[src/rtl/my_rr_arbiter4way16.sv]
// Four-way round-robin burst arbiter sharing one 16-bit bus.
// A requester wins the bus, transfers beats while it keeps req high, and gives
// the bus up on its last beat, on the MAX_BEATS-th beat, or when it drops req.
// One IDLE bubble cycle always separates consecutive grants.

// 4:1 word multiplexer used to route the owner's data onto the bus.
module my_mux4way16 (
   input  logic [15:0] a,
   input  logic [15:0] b,
   input  logic [15:0] c,
   input  logic [15:0] d,
   input  logic [1:0]  sel,
   output logic [15:0] out
);

   // Pure select; every sel value is covered so no storage is implied.
   always_comb begin
      unique case (sel)
         2'd0:    out = a;
         2'd1:    out = b;
         2'd2:    out = c;
         default: out = d;
      endcase
   end

endmodule

module my_rr_arbiter4way16 #(
   parameter int MAX_BEATS = 8,
   parameter int CNT_W     = 4
) (
   input  logic        clk,
   input  logic        reset,
   input  logic [3:0]  req,
   input  logic [3:0]  last,
   input  logic [15:0] a,
   input  logic [15:0] b,
   input  logic [15:0] c,
   input  logic [15:0] d,
   input  logic        out_ready,
   output logic [15:0] out,
   output logic        out_valid,
   output logic [3:0]  grant,
   output logic [3:0]  beat_ack
);

   typedef enum logic {
      IDLE = 1'b0,
      BUSY = 1'b1
   } state_t;

   state_t           state, state_nx;
   logic [1:0]       ptr, ptr_nx;
   logic [1:0]       sel, sel_nx;
   logic [CNT_W-1:0] cnt, cnt_nx;

   logic [1:0]       winner;
   logic [1:0]       scan_idx;
   logic             found;
   logic             beat;
   logic             release_now;
   logic             owner_req;
   logic             at_limit;
   logic [15:0]      mux_out;

   my_mux4way16 u_mux (
      .a   (a),
      .b   (b),
      .c   (c),
      .d   (d),
      .sel (sel),
      .out (mux_out)
   );

   // State register: owner, priority pointer and beat count of the current burst.
   always_ff @(posedge clk) begin
      // NOTE: state flops use non-blocking assignment so every register samples
      // the values from before this edge, independent of statement order.
      if (reset) begin
         state <= IDLE;
         ptr   <= 2'd0;
         sel   <= 2'd0;
         cnt   <= '0;
      end else begin
         state <= state_nx;
         ptr   <= ptr_nx;
         sel   <= sel_nx;
         cnt   <= cnt_nx;
      end
   end

   // Round-robin scan: first requester at or after ptr, wrapping modulo 4.
   always_comb begin
      // NOTE: every variable driven here gets a default first, so no path
      // leaves one unassigned and no latch is inferred.
      winner   = ptr;
      found    = 1'b0;
      scan_idx = ptr;
      for (int k = 0; k < 4; k++) begin
         scan_idx = ptr + k[1:0];
         if (!found && req[scan_idx]) begin
            winner = scan_idx;
            found  = 1'b1;
         end
      end
   end

   // Burst bookkeeping shared by next-state and output logic. Reset masks the
   // bus combinationally so a burst aborted by reset never shows a final ack.
   always_comb begin
      owner_req   = req[sel];
      at_limit    = (cnt == CNT_W'(MAX_BEATS - 1));
      beat        = (state == BUSY) && owner_req && out_ready && !reset;
      release_now = (state == BUSY) &&
                    (!owner_req || (beat && (last[sel] || at_limit)));
   end

   // Next-state logic: grant from IDLE, count beats and release from BUSY.
   always_comb begin
      state_nx = state;
      ptr_nx   = ptr;
      sel_nx   = sel;
      cnt_nx   = cnt;
      unique case (state)
         IDLE: begin
            if (req != 4'b0000) begin
               sel_nx   = winner;
               cnt_nx   = '0;
               state_nx = BUSY;
            end
         end
         BUSY: begin
            if (release_now) begin
               state_nx = IDLE;
               ptr_nx   = sel + 2'd1;
               cnt_nx   = '0;
            end else if (beat) begin
               cnt_nx = cnt + 1'b1;
            end
         end
         default: state_nx = IDLE;
      endcase
   end

   // Output logic: grant follows the owner, data is zero unless a beat is offered.
   always_comb begin
      grant     = 4'b0000;
      out_valid = 1'b0;
      out       = 16'h0000;
      beat_ack  = 4'b0000;
      if (state == BUSY && !reset) begin
         grant     = 4'b0001 << sel;
         out_valid = owner_req;
         if (owner_req) out = mux_out;
         if (beat) beat_ack = 4'b0001 << sel;
      end
   end

endmodule

[config.mk]
export PLATFORM = sky130hd
export DESIGN_NAME = my_rr_arbiter4way16
export DESIGN_NICKNAME = d
export VERILOG_FILES = /design/src/rtl/my_rr_arbiter4way16.sv
export SDC_FILE = /design/constraint.sdc
export NUM_CORES = 1
export LEC_CHECK = 0
export CORE_MARGIN = 2
export CORE_UTILIZATION = 28
export DETAILED_ROUTE_END_ITERATION = 6
export HOLD_SLACK_MARGIN = 0.15
export PLACE_DENSITY = 0.82
export SKIP_LAST_GASP = 1
export SYNTH_ARGS = -nofsm -noshare
export SYNTH_HDL_FRONTEND = slang
export SYNTH_SLANG_ARGS = --single-unit
[constraint.sdc]
create_clock -name clk -period 1.9 [get_ports clk]
set_clock_uncertainty 0.15 [all_clocks]
set_input_delay 0.285 -clock clk [delete_from_list [all_inputs] [get_ports clk]]
set_output_delay 0.285 -clock clk [all_outputs]
set_load 0.02 [all_outputs]
== Yosys cells after proc, flatten, opt, wreduce, memory -nomap -nowiden ==
Cells that the tools add are included.

* Register bits: 9
* Input bits: 75
* Output and inout port bits: 25
* Word-level logic and storage cells: 74

* $add $sub $neg: 5
* Order comparisons: 5
* Eq/ne operators: 5
* Shifts and indexed selects: 1
* Multiplexer cells: 32
* Bitwise logic cells: 1
* Reduce and logical (&&, ||, !) cells: 21

{| class="wikitable"
|+ Operators with widths
! kind !! number
|-
| 16-bit case mux with 3 select lines || 1
|-
| 16-bit 2-to-1 mux || 2
|-
| 4-bit 2-to-1 mux || 6
|-
| 2-bit by 3-bit less-than comparator with 1-bit output, second input constant || 5
|-
| 1-bit binary-select mux with 2-bit select || 6
|-
| 1-bit 2-to-1 mux || 12
|-
| 1-bit logical AND || 9
|-
| 4-bit case mux with 2 select lines || 1
|-
| 2-bit 2-to-1 mux || 3
|-
| 2-bit AND reduction || 3
|-
| 1-bit logical NOT || 5
|-
| 2-bit by 1-bit adder with 2-bit output, second input constant || 2
|-
| 2-bit adder, second input constant || 2
|-
| 4-bit by 1-bit adder with 4-bit output, second input constant || 1
|-
| 4-bit by 3-bit equality test with 1-bit output, second input constant || 1
|-
| 4-bit nonzero test || 1
|-
| 1-bit by 2-bit left shift with 4-bit output, first input constant || 1
|-
| 3-bit by 1-bit inequality test with 1-bit output, second input constant || 1
|-
| 2-bit by 1-bit equality test with 1-bit output, second input constant || 1
|-
| 2-bit equality test, second input constant || 1
|-
| 2-bit logical NOT || 1
|-
| 1-bit logical OR || 2
|-
| 2-bit inequality test, second input constant || 1
|-
| 1-bit case mux with 2 select lines || 1
|-
| 1-bit NOT || 1
|}

== Longest topological paths before layout ==
Gate-level depths: netlist (run 1).

* Depth after elaboration: 12
* Gate-level depth with buffers: 8
* Mapped depth without buffers: 6

== Hierarchy ==
A second synthesis (run 1) with hierarchy kept.

* Cells, all modules: 122
* Area, all modules: 1209.9 um2

{| class="wikitable"
|+ By module, submodules not included
! module !! instances !! cells each !! area each (um2) !! sequential area each (um2)
|-
| my_rr_arbiter4way16 || 1 || 102 || 785.8 || 180.2
|-
| my_mux4way16 || 1 || 20 || 424.2 || 0.0
|}

== Least setup slack after synthesis (run 1) ==
No wires, ideal clock.

* Path kind: reg-to-output
* Start: reg sel[0]
* End: out out[10]
* Data arrival time: 1.685 ns
* Required time: 1.465 ns
* Path slack: -0.220 ns
* Stages on the path, launching flop included: 9
* Path buffers: 2
* Cell sequence: dfxtp_1 -> inv_1 -> ha_1 -> clkbuf_1 -> clkbuf_1 -> a222oi_1 -> nor2_1 -> a21oi_1 -> nor2_1

* Longest elaborated chain between the ends: 4
* Elaborated cells on any way between the ends: 8
* Those cells by class: eq/ne (2); mux (5); reduce/logical (1)

{| class="wikitable"
|+ RTL lines
! item !! line !! text
|-
| start: declaration || 54 || <nowiki>logic [1:0] sel, sel_nx;</nowiki>
|-
| start signal: assignment || 87 || <nowiki>sel <= sel_nx;</nowiki>
|-
| 2-bit equality test, or another cell as far along || 18 || <nowiki>unique case (sel)</nowiki>
|-
| 16-bit case mux with 3 select lines / 1-bit 2-to-1 mux (equally long branches) || 18, 111 ||
|-
| 16-bit 2-to-1 mux * || 154 || <nowiki>if (owner_req) out = mux_out;</nowiki>
|-
| 16-bit 2-to-1 mux * || 151 || <nowiki>if (state == BUSY && !reset) begin</nowiki>
|-
| end: declaration || 41 || <nowiki>output logic [15:0] out,</nowiki>
|}

Mark *: on every way between the ends. The rest lies on a longest branch, timed or not. The select of a mux whose other input is x is not followed.

== Worst setup path in the final report (run 1) ==
* Start: reg sel[0]
* End: out out[0]

Same word-level chain as after synthesis.

==> impl_metrics.json, run 1 <==
{
  "status": "finished with violations",
  "violations": "setup timing",
  "fillers": 303,
  "ys.flop_type": "dfxtp_1",
  "syn_area_per_cell_um2": 6.83,
  "startpoint_type": "flop",
  "wl_per_cell_um": 15.2,
  "drtPass1Iterations": 5,
  "setup_viol": 22,
  "crit_type": "reg -> out",
  "clock_sinks": 9,
  "async_reset_ff_share_pct": 0,
  "fin_util_pct": 67.8,
  "cp_max_fo": 13,
  "grt.total_usage_pct": 21.1,
  "dp_hpwl_um": 3990,
  "hold_path_depth": 2,
  "whs_ns": 0.330,
  "overflow": 0,
  "fin_crit_sh_pct": 114,
  "vdd_drop_max_mv": 0.354,
  "synth_top_area_cell": "dfxtp_1",
  "chipWidth_um": 66.9,
  "synth.top_cell.area_share_pct": 16.3,
  "clkLatencyLatePin_ns": 0.24,
  "final-seq-area_um2": 188,
  "place_congestion": 0.865,
  "placed_cell_area_um2": 2400,
  "rows": 22,
  "io_pins": 100,
  "tns_ns": -4.85,
  "rr_worst_depth": 5,
  "clock_tree.buffer_depth": 2,
  "yosys_warnings": 0,
  "maxSlewViolCount": 0,
  "drt-initial-drc-count": 133,
  "powerDensity_nw_per_um2": 430,
  "ys_top_cells_by_area": "dfxtp_1 (16%), a222oi_1 (14%), nor2_1 (14%), a21oi_1 (8.1%), ha_1 (6.8%)",
  "power.total_w": 0.00108,
  "synth_seq_cells": 9,
  "cp.arrival_ns": 1.73,
  "slew_headroom_pct": 79.9,
  "drt_wl_total_um": 5090,
  "leakage_nw": 1.06,
  "antenna_found_initial": 0,
  "antenna_cells": 0,
  "fin_crit_ns": 2.16,
  "area_delta_synth_final_pct": 128,
  "postRouteAntennaNets": 0,
  "synth_area_um2": 1110,
  "grt_pass1_wl_um": 7320,
  "rsz0062_at_grt": "true",
  "htreeDepth": 1,
  "syn_inst": 162,
  "drcViolationCount": 0,
  "coreArea_um2": 3720,
  "grt_max_degree": 18,
  "multi_input_area_um2": 957,
  "drive_gt1_share_pct": 33.6,
  "cp-end-kind": "output port",
  "hold_viol": 0,
  "drt-vias-per-instance": 5.24,
  "fin_ws_ns": -0.264,
  "initial_core_util_pct": 29.8,
  "cts_tree": "yes",
  "clk_pin_slew_ns": 0.05,
  "synth_edf_count": 0,
  "worstMarginPinSlew_ns": 0.301,
  "port_buffers": 99,
  "numCtsBuffers": 3,
  "synth-seq-area-share_pct": 16.3,
  "crit_required_ns": 1.46,
  "grt_pass1_vias": 1557,
  "die-height_um": 66.9,
  "final_cell_area_um2": 2520,
  "synth_nets": 243,
  "die_area_um2": 4470,
  "via_count": 1750,
  "nNetsFinal": 368,
  "yosys.cell_types.count": 32,
  "cts_root_buf": "clkbuf_8",
  "hp-class": "reg -> reg",
  "clock.fmax_mhz": 462,
  "max_cap_viol_count": 0
}
cells by family (layout without fill, tap and decap cells):
| kind of cell | after synthesis | count (layout) | synth area share (%) |
|---|---|---|---|
| simple gates | 72 | 72 | 30.8 |
| buf+inv | 21 | 145 | 7.24 |
| fa+ha+maj | 6 | 6 | 6.79 |
| flops | 9 | 9 | 16.3 |
| mux | 3 | 3 | 4.98 |
| compound gates | 51 | 51 | 33.9 |
worst max-delay path: stages (launching register included):
cell      delay (ns)
dfxtp_4         0.40
inv_4           0.05
ha_4            0.17
buf_12          0.14
a222oi_1        0.32
nor2_1          0.09
a21oi_2         0.12
nor2_1          0.05
buf_2           0.15
state kept, by name, summed over array words and instances (netlist names):
name / cells
sel: 2
cnt: 4
ptr: 2
state: 1
cell usage in the layout, fill, tap and decap left out, types with 2 or more instances in the layout:
cell,instances
clkdlybuf4s50_1,70
nor2_1,32
buf_4,27
a222oi_1,16
buf_6,15
buf_2,13
a21oi_2,9
a21oi_1,9
nor2_2,8
dfxtp_1,7
inv_1,6
and2_1,5
nand3_1,5
nor2b_1,5
and2_4,4
o21ai_1,4
dlygate4sd2_1,4
inv_4,3
ha_1,3
clkbuf_8,3
mux4_2,2
nand2_1,2
o21ai_0,2
nor3_1,2
nor3b_1,2
a31oi_1,2
o211ai_1,2
ha_4,2
buf_12,2
dfxtp_4,2
power by group:
group          switching (W)  total [W]  internal, W
clock network      0.0000789   0.000225     0.000146
registers          0.0000176   0.000220     0.000203
logic               0.000271   0.000637     0.000366
metrics by stage:
stage	std cells	setup slack (ns)
finish	334	-0.264
global route	334	-0.379
CTS	334	-0.274
detailed placement	328	-0.759
global placement	328	-0.707
floorplan	162	-0.0257
final cells by class:
class                   instances  share of cell area [%]
clock buffers                   4                    1.79
inverters                       9                    1.64
multi-input cells             132                    38.0
flip-flops and latches          9                    7.45
well taps                      48                    2.38
repair buffers                132                    48.7
cells in the mapped netlist (2+ instances only):
master,n
o21ai_0,2
nor3_1,2
a31oi_1,2
nor3b_1,2
mux4_2,2
nor2_1,40
nand2_1,3
clkbuf_1,11
inv_1,9
nand3_1,5
a21oi_1,18
a222oi_1,16
o211ai_1,2
ha_1,6
nor2b_1,6
o21ai_1,4
and2_1,9
dfxtp_1,9
final timing paths:
check,from,endpoint,slack [ns]
setup / recovery,sel[0],out[0],-0.26
hold / removal,cnt[1],cnt[1],0.33
setup reg to reg,sel[0],ptr[0],-0.01
hold reg to reg,cnt[1],cnt[1],0.33
layer usage:
metal | track usage, % | share of wire (%)
met1 | 23.1 | 37
met2 | 39.5 | 50
met3 | 4.90 | 11
met4 | 7.14 | 1.5
met5 | 0 | 0
what timing repair did:
item	4_1_cts	5_1_grt
setup endpoints to repair	26	27
gates resized for setup	146	18
hold buffers	0	0
pin swaps	25	19
buffers inserted	2	0
Note: power is estimated with default switching activity, not from simulation.
==> run 2: changes to the inputs <==
Settings changed: CORE_UTILIZATION 28 to 29, CTS_BUF_LIST set to sky130_fd_sc_hd__clkbuf_8, PLACE_DENSITY 0.82 to 0.84.
==> run 2 against run 1 <==
Critical path depth unchanged. Count of clock-buffer cells in the layout down 1. Via count up 3.9%. Non-clock buffer count up 1. First-iteration DRC count up 7.5%. Hold slack about the same. The flow still finishes with violations (setup timing). Register-to-register slack worse by 0.13 ns. Wire length up 12%. Final cell count up 0.30%. Critical endpoint is now out[6]. Sequential share of layout area down 0.26 points. Combinational power up 7.7%.
==> impl_metrics.json, run 2 (synthesis gave the netlist of run 1 again) <==
{
  "largest_reg_flops": 4,
  "drcViolationCount": 0,
  "drt_wl_total_um": 5700,
  "rows": 22,
  "clock_tree.buffer_depth": 2,
  "via_count": 1818,
  "grt_pass1_vias": 1824,
  "r2r_start": "sel[0]",
  "max_cap_viol_count": 0,
  "rr_worst_depth": 6,
  "fin_crit_sh_pct": 118,
  "powerDensity_nw_per_um2": 435,
  "crit_type": "reg -> out",
  "antenna_found_initial": 0,
  "hold_path_depth": 2,
  "startpoint_type": "flop",
  "rrSetupSlack_ns": -0.14,
  "grt_max_degree": 33,
  "top_regs": "cnt x4, ptr x2, sel x2",
  "clk_pin_slew_ns": 0.05,
  "vdd_drop_max_mv": 0.353,
  "final_common_cell": "clkdlybuf4s50_1",
  "maxSlewViolCount": 0,
  "area_delta_synth_final_pct": 136,
  "coreArea_um2": 3660,
  "cp_max_fo": 9,
  "dp_hpwl_um": 3870,
  "min_from": "cnt[3]",
  "die-height_um": 65.8,
  "cts_tree": "yes",
  "drtPass1Iterations": 5,
  "clock_sinks": 9,
  "layout_common_cells": "clkdlybuf4s50_1 (73), nor2_1 (30), buf_4 (28)",
  "setup_viol": 24,
  "slew_headroom_pct": 77.0,
  "hold_viol": 0,
  "worstMarginPinSlew_ns": 0.345,
  "fin_util_pct": 71.3,
  "crit_required_ns": 1.46,
  "fin_crit_ns": 2.25,
  "rsz0062_at_grt": "true",
  "chipWidth_um": 65.8,
  "grt.total_usage_pct": 24.3,
  "leakage_nw": 1.08,
  "top_register": "cnt",
  "drt-vias-per-instance": 5.43,
  "violations": "setup timing",
  "nNetsFinal": 369,
  "hold_path_end": "cnt[3]",
  "fillers": 272,
  "clkLatencyLatePin_ns": 0.24,
  "cts_root_buf": "clkbuf_8",
  "overflow": 0,
  "clock.fmax_mhz": 445,
  "wl_per_cell_um": 17.0,
  "cp.arrival_ns": 1.81,
  "port_buffers": 99,
  "fin_ws_ns": -0.347,
  "drt-initial-drc-count": 143,
  "io_pins": 100,
  "postRouteAntennaNets": 0,
  "final-seq-area_um2": 188,
  "post-place-ws_ns": -0.720,
  "hp-class": "reg -> reg",
  "initial_core_util_pct": 30.2,
  "drive_gt1_share_pct": 33.4,
  "numCtsBuffers": 3,
  "antenna_cells": 0,
  "grt_pass1_wl_um": 8190,
  "place_congestion": 0.834,
  "status": "finished with violations",
  "cts_hold_buf": 0,
  "r2r-end": "ptr[0]",
  "multi_input_area_um2": 992,
  "cp-end-kind": "output port",
  "die_area_um2": 4320,
  "htreeDepth": 1
}
==> run 2: cell types whose count changed in the layout (fill, tap and decap cells not counted), moves of 2 or more <==
cell,previous run,this run
clkdlybuf4s50_1,70,73
nor2_1,32,30
buf_2,13,6
buf_6,15,19
nor2_2,8,5
dlygate4sd2_1,4,2
inv_1,6,8
nor2_4,0,5
==> run 2: report_power, final <==
part | leakage, nW | internal [W] | switching (W)
Sequential | 0.0748 | 0.000203 | 0.0000166
Combinational | 0.976 | 0.000384 | 0.000302
Clock | 0.0269 | 0.000142 | 0.0000877
Total | 1.08 | 0.000729 | 0.000406
==> run 2: layout make-up <==
cell class | count | share of cell area [%]
Inverter | 9 | 1.49
Timing Repair Buffer | 133 | 49.3
Tap cell | 48 | 2.30
Sequential cell | 9 | 7.19
Clock buffer | 3 | 1.58
Clock inverter | 1 | 0.144
Multi-Input combinational cell | 132 | 38.0
==> run 2: per-layer routing <==
metal	track usage (%)	vias to the layer above	share of wire, %
met5	0	-	0
met3	4.79	27	9.0
li1	-	861	-
met4	10.9	0	4.6
met2	44.8	97	51
met1	26.5	833	35
==> run 2: timing repair <==
action                     in CTS  in global routing
cloned                          2                  0
gates resized for setup       146                 23
pin swaps                      23                 13
setup endpoints to repair      27                 28
buffers inserted                3                  2
==> run 2: metrics by stage <==
| stage | area [µm²] | total power [W] | std cells | hold WS, ns | TNS, ns |
|---|---|---|---|---|---|
| floorplan | 1170 | 0.000495 | 162 | 0.194 | -0.165 |
| global placement | 2370 | 0.000776 | 324 | 0.316 | -15.61 |
| detailed placement | 2370 | 0.000788 | 324 | 0.320 | -16.13 |
| CTS | 2520 | 0.00107 | 333 | 0.333 | -5.39 |
| global route | 2610 | 0.00120 | 335 | 0.376 | -7.57 |
| finish | 2610 | 0.00113 | 335 | 0.331 | -6.35 |
==> run 2: how the worst max path moves through the flow <==
stage	start	to	cells after the start
floorplan	sel[0]	beat_ack[0]	4
finish	sel[0]	out[6]	8
detailed placement	req[2]	beat_ack[3]	5
global placement	req[3]	beat_ack[3]	5
global route	sel[1]	out[11]	8
CTS	sel[1]	out[13]	8
==> run 2: worst max-delay path: stages (launching register included) <==
cell	delay, ns
dfxtp_4	0.38
inv_4	0.05
ha_4	0.17
buf_6	0.14
a222oi_1	0.32
nor2_1	0.09
a21oi_1	0.17
nor2_1	0.08
buf_4	0.17
